File: config.mk
export PLATFORM = sky130hd
export DESIGN_NAME = scoreboard_issue_n
export DESIGN_NICKNAME = d
export VERILOG_FILES = /design/src/rtl/sb_pkg.sv /design/src/rtl/sb_updown_cnt.sv /design/src/rtl/scoreboard_issue_n.sv
export SDC_FILE = /design/constraint.sdc
export NUM_CORES = 1
export LEC_CHECK = 0
export CAP_MARGIN = 10
export CORE_MARGIN = 5
export CORE_UTILIZATION = 54
export DETAILED_ROUTE_END_ITERATION = 12
export PLACE_DENSITY = 0.76
export REMOVE_ABC_BUFFERS = 1
export SLEW_MARGIN = 20
export SYNTH_ARGS = -nofsm -noshare
export SYNTH_HDL_FRONTEND = slang
export SYNTH_SLANG_ARGS = --single-unit
File: constraint.sdc
create_clock -name clk -period 4.7 [get_ports clk]
set_input_delay 0.94 -clock clk [delete_from_list [all_inputs] [get_ports clk]]
set_output_delay 0.94 -clock clk [all_outputs]
set_load 0.05 [all_outputs]
File: src/rtl/sb_pkg.sv
// Shared constants for the N-pending issue scoreboard.
// Stall-cause bit positions, functional unit indices and counter helpers.
package sb_pkg;

    localparam int SB_RAW    = 0;
    localparam int SB_WAW    = 1;
    localparam int SB_STRUCT = 2;

    localparam int FU_ALU0 = 0;
    localparam int FU_ALU1 = 1;
    localparam int FU_DIV  = 2;
    localparam int FU_MEM  = 3;
    localparam int FU_BR   = 4;

    function automatic int unsigned cnt_max(input int unsigned width);
        return (32'd1 << width) - 32'd1;
    endfunction

endpackage

File: src/rtl/sb_updown_cnt.sv
// Saturating up/down counter; LOAD_MODE=1 turns it into a load-then-drain
// occupancy timer (dec tied high, inc unused).
module sb_updown_cnt
    import sb_pkg::*;
#(
    parameter int WIDTH     = 2,
    parameter bit LOAD_MODE = 1'b0
) (
    input  logic             clk,
    input  logic             reset,
    input  logic             clr,
    input  logic             inc,
    input  logic             dec,
    input  logic             load,
    input  logic [WIDTH-1:0] load_val,
    output logic [WIDTH-1:0] cnt,
    output logic             zero,
    output logic             max,
    output logic             underflow
);

    assign zero = (cnt == '0);
    assign max  = (cnt == WIDTH'(cnt_max(WIDTH)));

    // A release with nothing outstanding is a bookkeeping error upstream.
    assign underflow = !LOAD_MODE && dec && !inc && zero && !clr;

    always_ff @(posedge clk or posedge reset) begin
        if (reset) begin
            cnt <= '0;
        end else if (clr) begin
            cnt <= '0;
        end else if (LOAD_MODE && load) begin
            cnt <= load_val;
        end else if (inc && !dec && !max) begin
            cnt <= cnt + WIDTH'(1);
        end else if (dec && !inc && !zero) begin
            cnt <= cnt - WIDTH'(1);
        end
    end

endmodule

File: src/rtl/scoreboard_issue_n.sv
// In-order issue scoreboard with per-register pending counters and unit timers.
// Optional macro SB_WB_BYPASS_EN lets a source issue in its writeback cycle.
module scoreboard_issue_n
    import sb_pkg::*;
#(
    parameter int REG_ADDR_SIZE  = 5,
    parameter int PRED_ADDR_SIZE = 3,
    parameter int NUM_FUNC_UNITS = 5,
    parameter int FU_ID_SIZE     = 3,
    parameter int LAT_WIDTH      = 4,
    parameter int PEND_CNT_WIDTH = 2,
    parameter logic [NUM_FUNC_UNITS-1:0] UNIT_PIPELINED = 5'b11011
) (
    input  logic                      clk,
    input  logic                      reset,
    input  logic                      dec_valid,
    input  logic                      pred_ins,
    input  logic [PRED_ADDR_SIZE-1:0] pred_addr,
    input  logic                      reg_dest_valid,
    input  logic [REG_ADDR_SIZE-1:0]  reg_dest_addr,
    input  logic                      reg_src1_valid,
    input  logic [REG_ADDR_SIZE-1:0]  reg_src1_addr,
    input  logic                      reg_src2_valid,
    input  logic [REG_ADDR_SIZE-1:0]  reg_src2_addr,
    input  logic                      pred_dest_valid,
    input  logic [PRED_ADDR_SIZE-1:0] pred_dest_addr,
    input  logic                      pred_src1_valid,
    input  logic [PRED_ADDR_SIZE-1:0] pred_src1_addr,
    input  logic                      pred_src2_valid,
    input  logic [PRED_ADDR_SIZE-1:0] pred_src2_addr,
    input  logic [FU_ID_SIZE-1:0]     func_unit,
    input  logic [LAT_WIDTH-1:0]      latency,
    input  logic                      ex_ready,
    input  logic                      wr_reg_en,
    input  logic [REG_ADDR_SIZE-1:0]  wr_reg_addr,
    input  logic                      wr_pred_en,
    input  logic [PRED_ADDR_SIZE-1:0] wr_pred_addr,
    input  logic                      flush,
    output logic                      issue,
    output logic                      stall,
    output logic [2:0]                stall_cause,
    output logic                      predicate_valid,
    output logic [NUM_FUNC_UNITS-1:0] fu_busy,
    output logic                      sb_error
);

    localparam int NG = 2 ** REG_ADDR_SIZE;
    localparam int NP = 2 ** PRED_ADDR_SIZE;
    localparam int NF = 2 ** FU_ID_SIZE;
    localparam int PW = PEND_CNT_WIDTH;

    logic [NG-1:0][PW-1:0] gcnt;
    logic [NG-1:0]         g_inc, g_dec, gzero, gmax, gfree, g_uf;

    logic [NP-1:0][PW-1:0] pcnt;
    logic [NP-1:0]         p_inc, p_dec, pzero, pmax, pfree, p_uf;

    logic [NUM_FUNC_UNITS-1:0][LAT_WIDTH-1:0] fcnt;
    logic [NUM_FUNC_UNITS-1:0] f_load, fzero, fmax, f_uf, busy_int;
    logic [NF-1:0]             busy_ext;

    logic raw, waw, structural, pred_ok;
    logic stall_int, issue_int;

    for (genvar i = 0; i < NG; i++) begin : g_gpr
        assign g_inc[i] = issue_int && reg_dest_valid &&
                          (reg_dest_addr == REG_ADDR_SIZE'(i));
        assign g_dec[i] = wr_reg_en && !flush &&
                          (wr_reg_addr == REG_ADDR_SIZE'(i));

        sb_updown_cnt #(
            .WIDTH     (PW),
            .LOAD_MODE (1'b0)
        ) u_cnt (
            .clk       (clk),
            .reset     (reset),
            .clr       (flush),
            .inc       (g_inc[i]),
            .dec       (g_dec[i]),
            .load      (1'b0),
            .load_val  ('0),
            .cnt       (gcnt[i]),
            .zero      (gzero[i]),
            .max       (gmax[i]),
            .underflow (g_uf[i])
        );

`ifdef SB_WB_BYPASS_EN
        assign gfree[i] = gzero[i] ||
                          (g_dec[i] && (gcnt[i] == PW'(1)));
`else
        assign gfree[i] = gzero[i];
`endif
    end

    for (genvar i = 0; i < NP; i++) begin : g_pred
        assign p_inc[i] = issue_int && pred_dest_valid &&
                          (pred_dest_addr == PRED_ADDR_SIZE'(i));
        assign p_dec[i] = wr_pred_en && !flush &&
                          (wr_pred_addr == PRED_ADDR_SIZE'(i));

        sb_updown_cnt #(
            .WIDTH     (PW),
            .LOAD_MODE (1'b0)
        ) u_cnt (
            .clk       (clk),
            .reset     (reset),
            .clr       (flush),
            .inc       (p_inc[i]),
            .dec       (p_dec[i]),
            .load      (1'b0),
            .load_val  ('0),
            .cnt       (pcnt[i]),
            .zero      (pzero[i]),
            .max       (pmax[i]),
            .underflow (p_uf[i])
        );

`ifdef SB_WB_BYPASS_EN
        assign pfree[i] = pzero[i] ||
                          (p_dec[i] && (pcnt[i] == PW'(1)));
`else
        assign pfree[i] = pzero[i];
`endif
    end

    // Only non-pipelined units with multi-cycle latency hold off the next op.
    for (genvar i = 0; i < NUM_FUNC_UNITS; i++) begin : g_fu
        assign f_load[i] = issue_int && !UNIT_PIPELINED[i] &&
                           (func_unit == FU_ID_SIZE'(i)) &&
                           (latency > LAT_WIDTH'(1));

        sb_updown_cnt #(
            .WIDTH     (LAT_WIDTH),
            .LOAD_MODE (1'b1)
        ) u_cnt (
            .clk       (clk),
            .reset     (reset),
            .clr       (flush),
            .inc       (1'b0),
            .dec       (1'b1),
            .load      (f_load[i]),
            .load_val  (latency - LAT_WIDTH'(1)),
            .cnt       (fcnt[i]),
            .zero      (fzero[i]),
            .max       (fmax[i]),
            .underflow (f_uf[i])
        );

        assign busy_int[i] = !fzero[i];
    end

    // Out-of-range unit indices land on zero-padded bits: never busy.
    assign busy_ext   = NF'(busy_int);
    assign structural = busy_ext[func_unit];

    assign pred_ok = !pred_ins || pfree[pred_addr];

    assign raw = (reg_src1_valid  && !gfree[reg_src1_addr])  ||
                 (reg_src2_valid  && !gfree[reg_src2_addr])  ||
                 (pred_src1_valid && !pfree[pred_src1_addr]) ||
                 (pred_src2_valid && !pfree[pred_src2_addr]) ||
                 !pred_ok;

    assign waw = (reg_dest_valid  && gmax[reg_dest_addr]) ||
                 (pred_dest_valid && pmax[pred_dest_addr]);

    assign stall_int = dec_valid &&
                       (raw || waw || structural || !ex_ready || flush);
    assign issue_int = dec_valid && !stall_int;

    assign issue           = !reset && issue_int;
    assign stall           = !reset && stall_int;
    assign predicate_valid = reset || pred_ok;
    assign fu_busy         = reset ? '0 : busy_int;

    always_comb begin
        stall_cause = '0;
        if (!reset && dec_valid) begin
            stall_cause[SB_RAW]    = raw;
            stall_cause[SB_WAW]    = waw;
            stall_cause[SB_STRUCT] = structural;
        end
    end

    always_ff @(posedge clk or posedge reset) begin
        if (reset) begin
            sb_error <= 1'b0;
        end else if (|{g_uf, p_uf}) begin
            sb_error <= 1'b1;
        end
    end

    logic unused_bits;
    assign unused_bits = ^{gcnt, pcnt, fcnt, fmax, f_uf};

endmodule

=== Word level (Yosys, flattened, before mapping) ===
Cells that the tools add are included.

* Magnitude comparators: 9
* Add/subtract/negate cells: 86
* Reduce and logical (&&, ||, !) cells: 613
* Eq/ne operators: 122
* Muxes and demuxes: 149

{| class="wikitable"
|+ Operator list
! operator !! number
|-
| logical AND 1 bit || 337
|-
| two-way mux 2 bit || 120
|-
| zero test 1 bit || 175
|-
| == test 5 bit (second input constant) || 32
|-
| nonzero test 3 bit || 40
|-
| adder 2 x 1 -> 2 bit (second input constant) || 40
|-
| == test 2 bit (second input constant) || 40
|-
| == test 5 x 4 -> 1 bit (second input constant) || 16
|-
| zero test 2 bit || 40
|-
| subtractor 2 x 1 -> 2 bit (second input constant) || 40
|-
| two-way mux 4 bit || 11
|-
| == test 5 x 3 -> 1 bit (second input constant) || 8
|-
| OR reduction 40 bit || 1
|-
| == test 3 bit (second input constant) || 8
|-
| subtractor 4 x 1 -> 4 bit (second input constant) || 6
|-
| == test 5 x 2 -> 1 bit (second input constant) || 4
|-
| zero test 4 bit || 5
|-
| less-than comparator 3 x 4 -> 1 bit (second input constant) || 5
|-
| less-than comparator 5 x 6 -> 1 bit (second input constant) || 3
|-
| binary-select mux 1 bit (select 3 bit) || 5
|-
| binary-select mux 1 bit (select 5 bit) || 3
|-
| == test 3 x 2 -> 1 bit (second input constant) || 5
|-
| logical OR 1 bit || 11
|-
| == test 5 x 1 -> 1 bit (second input constant) || 2
|-
| other kinds (9) || 22
|}

* Output and inout port bits: 12
* Input port bits: 56
* Bits in registers: 101

=== Logic depth before layout (Yosys ltp) ===
* Depth in word-level cells: 24
* Mapped depth: 15

=== Modules after synthesis ===
From an unflattened synthesis, not the netlist that was laid out.

* Cell total of the unflattened synthesis: 1142
* Area, all modules: 10397.5 um2

{| class="wikitable"
|+ Modules (own cells, without submodules)
! module !! cells each !! area each (um2) !! times used
|-
| sb_updown_cnt at g_gpr[0].u_cnt ... || 16 || 155.1 || 40
|-
| scoreboard_issue_n || 307 || 2195.9 || 1
|-
| sb_updown_cnt at g_fu[0].u_cnt ... || 39 || 399.1 || 5
|}

=== Worst setup path before layout ===
No wires, ideal clock.

* Path type: input-to-output
* Start: input port reset
* End: output port stall_cause[1]
* Stages: 3
* Arrival: 4.381 ns
* Data required time: 3.760 ns
* Path buffers: 0
* Path slack: -0.621 ns
* Cells stage by stage: inv_1 -> nand2_1 -> a21oi_1

* Word-level cells in the longest chain between the ends: 3

{| class="wikitable"
|+ RTL lines
! what !! RTL line !! RTL
|-
| start, declared || scoreboard_issue_n.sv:15 || <nowiki>input logic reset,</nowiki>
|-
| zero test 1 bit (no source line) || n/a ||
|-
| logical AND 1 bit || scoreboard_issue_n.sv:179 || <nowiki>if (!reset && dec_valid) begin</nowiki>
|-
| two-way mux 3 bit || scoreboard_issue_n.sv:179 ||
|-
| end, declared || scoreboard_issue_n.sv:41 || <nowiki>output logic [2:0] stall_cause,</nowiki>
|}

Every way passes these cells.

=== Worst setup path after layout ===
* Start: input port reg_dest_addr[3]
* End: output port issue

* Word-level cells in the longest chain between the ends: 12

{| class="wikitable"
|+ RTL lines
! what !! RTL line !! RTL
|-
| start, declared || scoreboard_issue_n.sv:20 || <nowiki>input logic [REG_ADDR_SIZE-1:0] reg_dest_addr,</nowiki>
|-
| binary-select mux 1 bit (select 5 bit) || scoreboard_issue_n.sv:165 || <nowiki>assign waw = (reg_dest_valid && gmax[reg_dest_addr]) ||</nowiki>
|-
| two-way mux 1 bit (not written as such) || scoreboard_issue_n.sv:165 ||
|-
| logical AND 1 bit || scoreboard_issue_n.sv:165 ||
|-
| logical OR 1 bit || scoreboard_issue_n.sv:165 ||
|-
| logical OR 1 bit (4 in a row) || scoreboard_issue_n.sv:169 || <nowiki>(raw || waw || structural || !ex_ready || flush);</nowiki>
|-
| logical AND 1 bit || scoreboard_issue_n.sv:168 || <nowiki>assign stall_int = dec_valid &&</nowiki>
|-
| zero test 1 bit || scoreboard_issue_n.sv:170 || <nowiki>assign issue_int = dec_valid && !stall_int;</nowiki>
|-
| logical AND 1 bit || scoreboard_issue_n.sv:170 ||
|-
| logical AND 1 bit || scoreboard_issue_n.sv:172 || <nowiki>assign issue = !reset && issue_int;</nowiki>
|-
| end, declared || scoreboard_issue_n.sv:39 || <nowiki>output logic issue,</nowiki>
|}

Every way passes these cells. The select of a mux whose other input is x is not followed.

==> results.md <==
- Top Ports: 68
- CORE AREA: 0.0146 sq mm
- Cell Pwr Density: 278 mW/mm^2
- Status: complete, no violations
- Cells after synthesis: 1015
- Num CTS Buffers: 9
- Fin crit share: 98.6%
- Vias in the first global route: 7901
- ANT cells: 0
- Post-Syn Area: 0.00813 sq mm
- Via count: 8503
- Required time of the critical path: 3760 ps
- Fmax: 216 MHz
- Seq/Total Area, Yosys: 31.1%
- Slew margin rel.: 46.0%
- Worst VDD drop: 321 uV
- Layout cells sized above 1: 11.3%
- Die area: 0.0176 sq mm
- Fill cell count: 1266
- Largest net degree at the start of global routing: 53
- Global-route wire length before repair: 42.7 mm
- Chip height: 133 um
- Clk_lat worst skew: 370 ps
- Slowest cell on the critical path: clkdlybuf4s50_1
- Yosys warnings: 0
- Leak: 3.78 nW
- Synthesized area per cell: 8.01 sq um
- Hold crit path type: flop to flop
- Startpoint type of the worst setup path: input pin
- Initial detailed-routing violation count: 972
- Final Power: 2.67 mW
- CP Class: input pin to primary output
- Worst EP arrival: 3690 ps
- Mean routed wirelength per cell: 20.7 um
- DR DRC count: 0
- Clock-pin slew on the worst setup and hold paths: 70 ps
- Final WL: 26.7 mm
- Crit path max fanout: 13
- Hold Slack: 535 ps
- Number of hold buffers added after CTS: 0
- GR Util All Layers: 30.4%
- Crit path capture type: primary output
- Max cap viols: 0
- Clock root buffer: clkbuf_16
- Number of routed nets with antenna violations: 0
- FP Rows: 44
- RSZ-0062 raised after global routing: no
- IO buf count: 67
- Sinks on Clock Net: 101
- Area growth syn-to-layout: 18.1%
- Initial antenna violation count: 0
- # H-tree levels: 3
- Actual transition at the worst max-transition pin: 789 ps
- EDFF count, synth: 0
- Final Max Slew Viols: 0
- # setup viols final: 0
- Unique masters post-synth: 84
- Number of synthesized register bits: 101
- Initial core utilization: 55.5%
- CP cell instances: clkdlybuf4s50_1, and2b_4, o21ai_1, a311o_1, a32oi_4, nand4_4, or3_1, nor2_1, buf_12
- Via-per-instance ratio: 6.59
- Inst Count DP: 1274
- Final cell count without fillers: 1290
- Final Critical Period: 4630 ps
- CTS tree: built
- GPL Wtd Cong: 1.09
- Ys async rst share: 100%
- Clock Tree Buf Depth: 2
- Clock skew: 14.0 ps
- Crit path largest cell delay: 660 ps
- Core Util, Final: 65.5%
- DP HPWL: 20.6 mm
- Die width: 133 um
- Final layout net count: 1169
- Gr ovfl total: 0
- Drt pass-1 iters: 8
- Main synth FF type: dfrtp_1
- Final hold vios: 0
power by group:
group / internal (mW) / switching (mW) / total, mW
clock: 0.416 / 0.361 / 0.777
combinational: 0.376 / 0.520 / 0.896
sequential: 0.943 / 0.0553 / 0.999
worst max-delay path, delay by kind of cell:
family	cells	cell delay, ps
AND/OR/NAND/NOR	4	1270
AO/OA/AOI/OAI	3	640
buffers and inverters	2	840
cells by family (layout without fill, tap and decap cells):
group | after synthesis | in the layout | synth area share [%]
AND/OR/NAND/NOR | 495 | 495 | 32.5
AO/OA/AOI/OAI | 305 | 305 | 24.5
flip-flops | 101 | 101 | 31.1
buffers and inverters | 72 | 163 | 4.03
multiplexers | 20 | 20 | 4.97
adder cells (fa/ha/maj) | 12 | 12 | 1.85
XOR/XNOR | 10 | 10 | 1.08
through the flow:
step                setup slack (ps)  setup TNS [ps]  area [sq um]
CTS                             46.3               0          9580
finish                          67.4               0          9600
global placement               -47.3           -47.3          9280
floorplan                       -621           -3020          7910
global route                    19.0               0          9600
detailed placement              31.8               0          9280
cells in the final DEF (no fill, tap or decap), types with 27 or more instances in the layout:
master	count
buf_4	49
o21ai_0	54
nand3_1	30
nand2b_1	40
nor2_1	131
a211oi_1	47
nor3_1	55
clkdlybuf4s50_1	60
inv_1	27
nand2_1	92
a21oi_1	92
dfrtp_1	101
routing by layer:
metal	vias up	track usage (%)	wire length [um]
met5	-	0	0
met4	0	9.99	952
met3	74	6.00	2610
met2	496	48.6	12100
met1	3979	41.5	11100
li1	3954	-	-
registers in the layout, indices dropped and copies added (netlist names):
register and cells:
sb_error 1, g_pred.u_cnt.cnt 16, g_gpr.u_cnt.cnt 64, g_fu.u_cnt.cnt 20
final cells by class:
type                            count  area (sq um)  area share (%)
Clock inverter                      7          73.8           0.769
Timing Repair Buffer              118          1140            11.9
Tap cell                          184           230            2.40
Clock buffer                        9           225            2.35
Multi-Input combinational cell    842          5290            55.1
Inverter                           29           111            1.16
Sequential cell                   101          2530            26.3
repair_timing:
item	CTS	global route
setup endpoints to repair	0	3
resized for setup	0	3
setup buffers	0	0
synth_stat cells, types with 26 or more instances:
library cell | n | area share [%]
clkbuf_1 | 26 | 1.2
a211oi_1 | 47 | 4.3
nand3_1 | 30 | 1.8
o21ai_0 | 54 | 3.3
a21oi_1 | 92 | 5.7
nor3_1 | 55 | 3.4
nand2b_1 | 40 | 3.1
nand2_1 | 92 | 4.2
dfrtp_1 | 101 | 31
inv_1 | 28 | 1.3
nor2_1 | 131 | 6.0
final timing paths:
kind,depth (start not counted),to,slack (ps),from
max,9,issue,70,reg_dest_addr[3]
min,2,g_fu[3].u_cnt.cnt[3]$_DFFE_PP0P_,530,g_fu[3].u_cnt.cnt[3]$_DFFE_PP0P_
max reg2reg,11,sb_error$_DFFE_PP0P_,950,g_gpr[27].u_cnt.cnt[1]$_DFFE_PP0P_
min reg2reg,2,g_fu[3].u_cnt.cnt[3]$_DFFE_PP0P_,530,g_fu[3].u_cnt.cnt[3]$_DFFE_PP0P_
max in group asynchronous,3,g_gpr[12].u_cnt.cnt[1]$_DFFE_PP0P_,2710,reset
min in group asynchronous,2,g_pred[2].u_cnt.cnt[1]$_DFFE_PP0P_,1020,reset
Power figures use the tool's default switching activity.
